<file path="src/rtl/edge_cnt_pkg.sv">
// Shared codes for the edge event counter.
// Edge-select encodings used by edge_event_counter.
package edge_cnt_pkg;

    typedef enum logic [1:0] {
        EDGE_NONE = 2'b00,
        EDGE_RISE = 2'b01,
        EDGE_FALL = 2'b10,
        EDGE_BOTH = 2'b11
    } edge_sel_e;

endpackage

</file>
<file path="src/rtl/sync_edge_detect.sv">
// Synchroniser, edge detector and post-reset arming
// for one asynchronous input.
module sync_edge_detect #(
    parameter int SYNC_STAGES = 2
) (
    input  logic clk,
    input  logic rst,
    input  logic sig_i,
    output logic rise_o,
    output logic fall_o,
    output logic armed_o
);

    localparam int ARM_LAST = SYNC_STAGES + 1;
    localparam int AW = $clog2(ARM_LAST + 1);

    logic [SYNC_STAGES-1:0] sync_q;
    logic                   prev_q;
    logic [AW-1:0]          arm_cnt_q;
    logic                   armed_q;
    logic                   s;

    assign s = sync_q[SYNC_STAGES-1];

    always_ff @(posedge clk or negedge rst) begin
        if (!rst) begin
            sync_q    <= '0;
            prev_q    <= 1'b0;
            arm_cnt_q <= '0;
            armed_q   <= 1'b0;
        end else begin
            sync_q <= {sync_q[SYNC_STAGES-2:0], sig_i};
            prev_q <= s;
            if (!armed_q) begin
                if (arm_cnt_q == AW'(ARM_LAST)) begin
                    armed_q <= 1'b1;
                end else begin
                    arm_cnt_q <= arm_cnt_q + AW'(1);
                end
            end
        end
    end

    // Edges are masked until the chain and prev flop hold real samples.
    assign rise_o  = armed_q & s & ~prev_q;
    assign fall_o  = armed_q & ~s & prev_q;
    assign armed_o = armed_q;

endmodule

</file>
<file path="src/rtl/edge_event_counter.sv">
// Counts qualified edges of an asynchronous input with
// up/down, wrap/saturate, load, compare and boundary flags.
module edge_event_counter
    import edge_cnt_pkg::*;
#(
    parameter int WIDTH       = 4,
    parameter int SYNC_STAGES = 2,
    parameter bit SATURATE    = 1'b0
) (
    input  logic             clk,
    input  logic             rst,
    input  logic             in_sig,
    input  logic [1:0]       edge_sel,
    input  logic             en,
    input  logic             dir,
    input  logic             clr,
    input  logic             load,
    input  logic [WIDTH-1:0] load_val,
    input  logic [WIDTH-1:0] cmp_val,
    output logic [WIDTH-1:0] count,
    output logic             match,
    output logic             ovf,
    output logic             udf,
    output logic             armed
);

    localparam logic [WIDTH-1:0] MAX = {WIDTH{1'b1}};

    logic             rise;
    logic             fall;
    logic             qual;
    logic             ev;
    logic [WIDTH-1:0] count_q, count_d;
    logic             ovf_q, ovf_d;
    logic             udf_q, udf_d;

    sync_edge_detect #(
        .SYNC_STAGES(SYNC_STAGES)
    ) u_sync (
        .clk    (clk),
        .rst    (rst),
        .sig_i  (in_sig),
        .rise_o (rise),
        .fall_o (fall),
        .armed_o(armed)
    );

    always_comb begin
        qual = 1'b0;
        unique case (edge_sel_e'(edge_sel))
            EDGE_NONE: qual = 1'b0;
            EDGE_RISE: qual = rise;
            EDGE_FALL: qual = fall;
            EDGE_BOTH: qual = rise | fall;
            default:   qual = 1'b0;
        endcase
    end

    assign ev = en & qual;

    always_comb begin
        count_d = count_q;
        ovf_d   = 1'b0;
        udf_d   = 1'b0;
        if (clr) begin
            count_d = '0;
        end else if (load) begin
            count_d = load_val;
        end else if (ev && dir) begin
            if (count_q == MAX) begin
                count_d = SATURATE ? MAX : '0;
                ovf_d   = 1'b1;
            end else begin
                count_d = count_q + WIDTH'(1);
            end
        end else if (ev) begin
            if (count_q == '0) begin
                count_d = SATURATE ? '0 : MAX;
                udf_d   = 1'b1;
            end else begin
                count_d = count_q - WIDTH'(1);
            end
        end
    end

    always_ff @(posedge clk or negedge rst) begin
        if (!rst) begin
            count_q <= '0;
            ovf_q   <= 1'b0;
            udf_q   <= 1'b0;
        end else begin
            count_q <= count_d;
            ovf_q   <= ovf_d;
            udf_q   <= udf_d;
        end
    end

    assign count = count_q;
    assign ovf   = ovf_q;
    assign udf   = udf_q;
    assign match = (count_q == cmp_val);

endmodule

</file>
<file path="config.mk">
export PLATFORM = sky130hd
export DESIGN_NAME = edge_event_counter
export DESIGN_NICKNAME = d
export VERILOG_FILES = /design/src/rtl/edge_cnt_pkg.sv /design/src/rtl/sync_edge_detect.sv /design/src/rtl/edge_event_counter.sv
export SDC_FILE = /design/constraint.sdc
export NUM_CORES = 1
export LEC_CHECK = 0
export ABC_AREA = 0
export CAP_MARGIN = 20
export CORE_ASPECT_RATIO = 1.2
export CORE_MARGIN = 5
export CORE_UTILIZATION = 41
export CTS_BUF_LIST = sky130_fd_sc_hd__clkbuf_8
export DETAILED_ROUTE_END_ITERATION = 10
export HOLD_SLACK_MARGIN = 0.12
export PLACE_DENSITY = 0.77
export SETUP_SLACK_MARGIN = 0.15
export SYNTH_ARGS = -nofsm -noshare
export SYNTH_HDL_FRONTEND = slang
export SYNTH_SLANG_ARGS = --single-unit
</file>
<file path="constraint.sdc">
create_clock -name clk -period 1.7 [get_ports clk]
set_input_delay 0.17 -clock clk [delete_from_list [all_inputs] [get_ports clk]]
set_output_delay 0.17 -clock clk [all_outputs]
set_load 0.05 [all_outputs]
</file>
* Yosys cells after proc, flatten, opt, wreduce, memory -nomap -nowiden
Cells that the tools add are included.
** Word-level totals
- Register bits :: 12
- Input bits :: 17
- Output and inout bits :: 8
- Logic and storage cells :: 49
** Operators by class
- $add $sub $neg :: 3
- Equality and inequality tests :: 6
- Mux-type cells :: 18
- Bitwise gates (word level) :: 10
- Reductions and logical operators :: 5
** Operator list (count)
- two-way mux 4 bit :: 6
- two-way mux 1 bit :: 11
- == test 2 bit, second input constant :: 3
- bitwise AND 1 bit :: 5
- adder 4 x 1 -> 4 bit, second input constant :: 1
- == test 4 bit :: 1
- == test 4 bit, second input constant :: 1
- zero test 4 bit :: 1
- inverter 1 bit :: 4
- one-hot mux 1 bit (4 select lines) :: 1
- nonzero test 4 bit :: 1
- subtractor 4 x 1 -> 4 bit, second input constant :: 1
- adder 2 x 1 -> 2 bit, second input constant :: 1
- == test 2 x 1 -> 1 bit, second input constant :: 1
- zero test 2 bit :: 1
- AND reduction 2 bit :: 1
- logical AND 1 bit :: 1
- OR 1 bit :: 1

* Logic depth before layout (Yosys ltp)
Gate-level depths: netlist of run 1.
- Depth in word-level cells :: 10
- Mapped depth :: 7
- Depth with buffers taken out :: 6

* Modules after synthesis
A second synthesis of run 1 with hierarchy kept.
** Unflattened totals
- Cell total of the unflattened synthesis :: 74
- Area total of the unflattened synthesis :: 739.5 um2
** Modules (own cells, without submodules)
- edge_event_counter :: times used 1, cells each 60, area an instance 525.5 um2, sequential area each 150.1 um2
- sync_edge_detect :: times used 1, cells each 14, area an instance 214.0 um2, sequential area each 150.1 um2

* Worst setup path before layout of run 1
OpenSTA, ideal clock, no wires.
- Path kind :: register -> output
- Start :: reg count_q[0], in the netlist count[0]
- End :: out match
- Arrival :: 2491 ps
- Data required time :: 1530 ps
- Path slack :: -961 ps
- Stages on the path, launching flop included :: 4
- Path buffers :: 1
- Cells stage by stage :: dfrtp_1 -> buf_2 -> xor2_1 -> nor4_1
** On the way
- Longest elaborated chain between the ends :: 1
** RTL lines
- from (decl) :: line edge_event_counter.sv:33 : logic [WIDTH-1:0] count_q, count_d;
- from (signal assigned) :: line edge_event_counter.sv:92 : count_q <= count_d;
- == test 4 bit :: line edge_event_counter.sv:101 : assign match = (count_q == cmp_val);
- to (decl) :: line edge_event_counter.sv:21 : output logic match,
No other way between the ends.

* Worst setup path after layout of run 1
- Start :: reg count_q[1], in the netlist count[1]
- End :: reg count_q[0], in the netlist count[0]
** On the way
- Longest elaborated chain between the ends :: 6
- Elaborated cells on any way between the ends :: 8
- Classes of those cells :: eq/ne (1); mux (6); reduce/logical (1)
** RTL lines
- zero test 4 bit :: line edge_event_counter.sv:77 : if (count_q == '0) begin
- two-way mux 4 bit :: line edge_event_counter.sv:77
- two-way mux 4 bit :: line edge_event_counter.sv:76 : end else if (ev) begin
- two-way mux 4 bit (*) :: line edge_event_counter.sv:69 : end else if (ev && dir) begin
- two-way mux 4 bit (*) :: line edge_event_counter.sv:67 : end else if (load) begin
- two-way mux 4 bit (*) :: line edge_event_counter.sv:65 : if (clr) begin
Every way passes the cells marked *; elsewhere a longest branch is shown, timed or not. The select of a mux whose other input is x is not followed.
A chain may end at the register's enable or synchronous reset.

==> flow_summary.toml, run 1 <==
[routing]
vias = 649
wl_met2_um = 963
wl_um = 1850
ant_nets = 0
first_pass_iters = 4
drt_iter0_markers = 26
routedWlPerCell_um = 16.2
topRoutingLayerUsed = "met4"
dr_wl_met3_um = 141
route.detailed.drc = 0
drt-met1-wl_um = 701
viasPerCell = 5.69

[yosys]
yosysUniqueCellTypes = 29
syn_nets = 87
synthFlopType = "dfrtp_1"
synth_top_area_cell = "dfrtp_1"
synth_top_area_share_pct = 41.9
yosysWarnings = 0
ys_seq_area_share_pct = 41.9
syn-cell-area_um2 = 717
synth-edff-count = 0
synthArstFlopShare_pct = 100
synth_area_leaders = "dfrtp_1 42%, xor2_1 6.1%, ha_1 5.2%"
syn_inst = 67
synth_seq_cells = 12
syn_avg_cell_area_um2 = 10.7

[grt]
grt_max_degree = 13
gr-total-overflow = 0
antenna_found_initial = 0
grt_pass1_wl_um = 3000
track_usage_pct = 15.8
grt_pass1_vias = 665

[setup_path]
criticalPathCategory = "reg2reg"
endpoint_kind = "register"
path_cells = "inv_2 > ha_4 > or3b_4 > a21oi_2 > o21bai_1 > a221oi_2"
cp_max_fo = 7
worst-path-buf-inv = 1
critical_path.slowest_cell = "dfrtp_2"
cp_data_required_time_ns = 1.85
cp.arrival_ns = 1.77
crit_family = "flip-flops"
start_kind = "register"
max_stage_delay_ns = 0.46

[pwr]
powerDensity_nw_per_um2 = 789
internal_power_mw = 0.609
power_switching_mw = 0.248
p_clk_share_pct = 38.1
p_leak_nw = 0.465
peakVddDrop_mv = 0.589
swShare_pct = 29.0
comb_power_share_pct = 25.2
p_seq_share_pct = 36.8

[place]
placed_cells = 108
hpwl_um = 1340
gp_congestion = 0.719
io_buffer_count = 24
placed_area_um2 = 1000

[final_layout]
antenna_cells = 0
fin_nets = 117
final_cell_count_no_fill = 114
fin_area_um2 = 1090
area_growth_pct = 51.5
drive_gt1_share_pct = 32.3

[sta]
tns_ns = 0
finalSetupViolCount = 0
worst_pin_slew_ns = 0.560
final.period_utilization_pct = 95.2
hold_viol = 0
max_freq_mhz = 618
finalClockSkew_ns = 0.00296
slew_headroom_pct = 62.6
min_period_ns = 1.62
drv_slew = 0
rsz0062_at_grt = "true"

[die]
pin_count = 25
die_h_um = 55.8
num_rows = 16
start_util_pct = 43.7
design.core.area_um2 = 1640
die_w_um = 48.2
die_area_um2 = 2690

[clock_tree]
clk_pin_slew_ns = 0.06
clock_latency_ns = 0.25
cts_hold_buf = 0
cts_tree = "yes"
clockRootBuffer = "clkbuf_8"
clockBufferDepth = 2
htreeDepth = 1
clock-sinks = 12
cts_made_buffers = 3

[outcome]
status = "complete, no violations"

[worst_hold_path]
worstHoldPathType = "in2async"

[run]
maxCapViolCount = 0
-- repair_timing --
item	4_1_cts	5_1_grt
setup endpoints to repair	5	6
resized for setup	5	2
endpoints found under the hold margin	0	0
cloned	0	0
setup buffers	2	0
-- layout make-up --
type                       count  area (um2)
timing repair buffer          29         278
fill                         141         556
sequential                    12         305
tap                           18        22.5
multi-input combinational     45         400
inverter                       6        25.0
clock buffer                   4        55.1
-- state kept, by name (all words and copies together) (netlist names) --
register / count
count: 4
ovf: 1
u_sync.arm_cnt_q: 2
u_sync.armed_o: 1
u_sync.prev_q: 1
u_sync.sync_q: 2
udf: 1
-- synthesized netlist by cell type (2+ instances only) --
cell,n
inv_1,6
ha_1,3
nor4_1,2
nor2_1,4
xor2_1,5
buf_6,2
a21oi_1,2
nand2_1,2
nand3b_1,2
mux2i_1,2
a211oi_1,2
a221oi_2,2
a31oi_1,2
o21bai_1,3
xnor2_1,2
buf_2,2
dfrtp_1,12
-- power groups by stage --
stage | logic (mW) | clock network, mW | registers (mW)
6_report | 0.216 | 0.326 | 0.315
5_1_grt | 0.231 | 0.340 | 0.318
4_1_cts | 0.215 | 0.325 | 0.315
3_5_place_dp | 0.201 | 0 | 0.322
3_3_place_gp | 0.196 | 0 | 0.321
2_1_floorplan | 0.108 | 0 | 0.338
-- metal layers --
metal | global-route usage [%] | up-vias
met4 | 9.23 | 0
met1 | 17.9 | 320
met2 | 25.7 | 29
met3 | 2.59 | 4
met5 | 0 | -
li1 | - | 296
-- cells in the final DEF, fill, tap and decap left out, types with 2 or more instances in the layout --
| cell | n |
|---|---|
| xnor2_1 | 2 |
| a211oi_2 | 2 |
| inv_1 | 4 |
| a221oi_2 | 2 |
| dlygate4sd2_1 | 2 |
| buf_4 | 9 |
| clkdlybuf4s50_1 | 16 |
| ha_1 | 2 |
| dfrtp_2 | 4 |
| o21bai_1 | 3 |
| a31oi_1 | 2 |
| xor2_1 | 5 |
| mux2i_1 | 2 |
| nand3b_1 | 2 |
| nor2_1 | 4 |
| nand2_1 | 2 |
| dfrtp_1 | 8 |
| clkbuf_8 | 4 |
-- worst register-to-register path: cells and delay by family, from the launching register on --
kind | cells | cell delay, ns
compound gates | 3 | 0.45
flops | 1 | 0.46
buf+inv | 1 | 0.10
fa+ha+maj | 1 | 0.14
simple gates | 1 | 0.38
-- cells by family (layout without fill, tap and decap cells) --
family | after synthesis | count (layout) | synth area share [%]
compound gates | 16 | 16 | 19.4
mux | 3 | 3 | 4.36
flops | 12 | 12 | 41.9
fa+ha+maj | 3 | 3 | 5.24
simple gates | 16 | 16 | 12.9
buf+inv | 10 | 39 | 7.68
xor+xnor | 7 | 7 | 8.55
-- path summary, 6_finish.rpt --
path	from	endpoint	slack, ns	cells past startpoint
setup / recovery	count[1]$_DFFE_PN0P_	count[0]$_DFFE_PN0P_	0.08	6
hold / removal	rst	u_sync.sync_q[0]$_DFF_PN0_	0.28	1
setup reg to reg	count[1]$_DFFE_PN0P_	count[0]$_DFFE_PN0P_	0.08	6
hold reg to reg	u_sync.sync_q[0]$_DFF_PN0_	u_sync.sync_q[1]$_DFF_PN0_	0.36	0
max in group asynchronous	rst	count[1]$_DFFE_PN0P_	1.01	1
min in group clk	u_sync.sync_q[0]$_DFF_PN0_	u_sync.sync_q[1]$_DFF_PN0_	0.36	0
-- metrics by stage --
step | power, mW | setup slack, ns | util [%] | hold WS (ns)
final | 0.857 | 0.0821 | 66.2 | 0.284
after global routing | 0.888 | 0.0161 | 66.2 | 0.337
after CTS | 0.855 | 0.0871 | 65.7 | 0.305
after detailed placement | 0.523 | 0.0662 | 61.2 | 0.347
after global placement | 0.517 | 0.105 | 61.2 | 0.335
after floorplan | 0.446 | 0.00548 | - | -0.126
Power figures use the tool's default switching activity.
==> run 2: changes to the inputs <==
Settings changed: MAX_ROUTING_LAYER set to met4.
==> results of run 2 <==
The final DEF is identical to that of run 1; final timing and power are the same.
Among the figures that moved: final weighted congestion in routability-driven placement 0.719 -> 0.728; overall routing resource usage 15.8% -> 16.2%
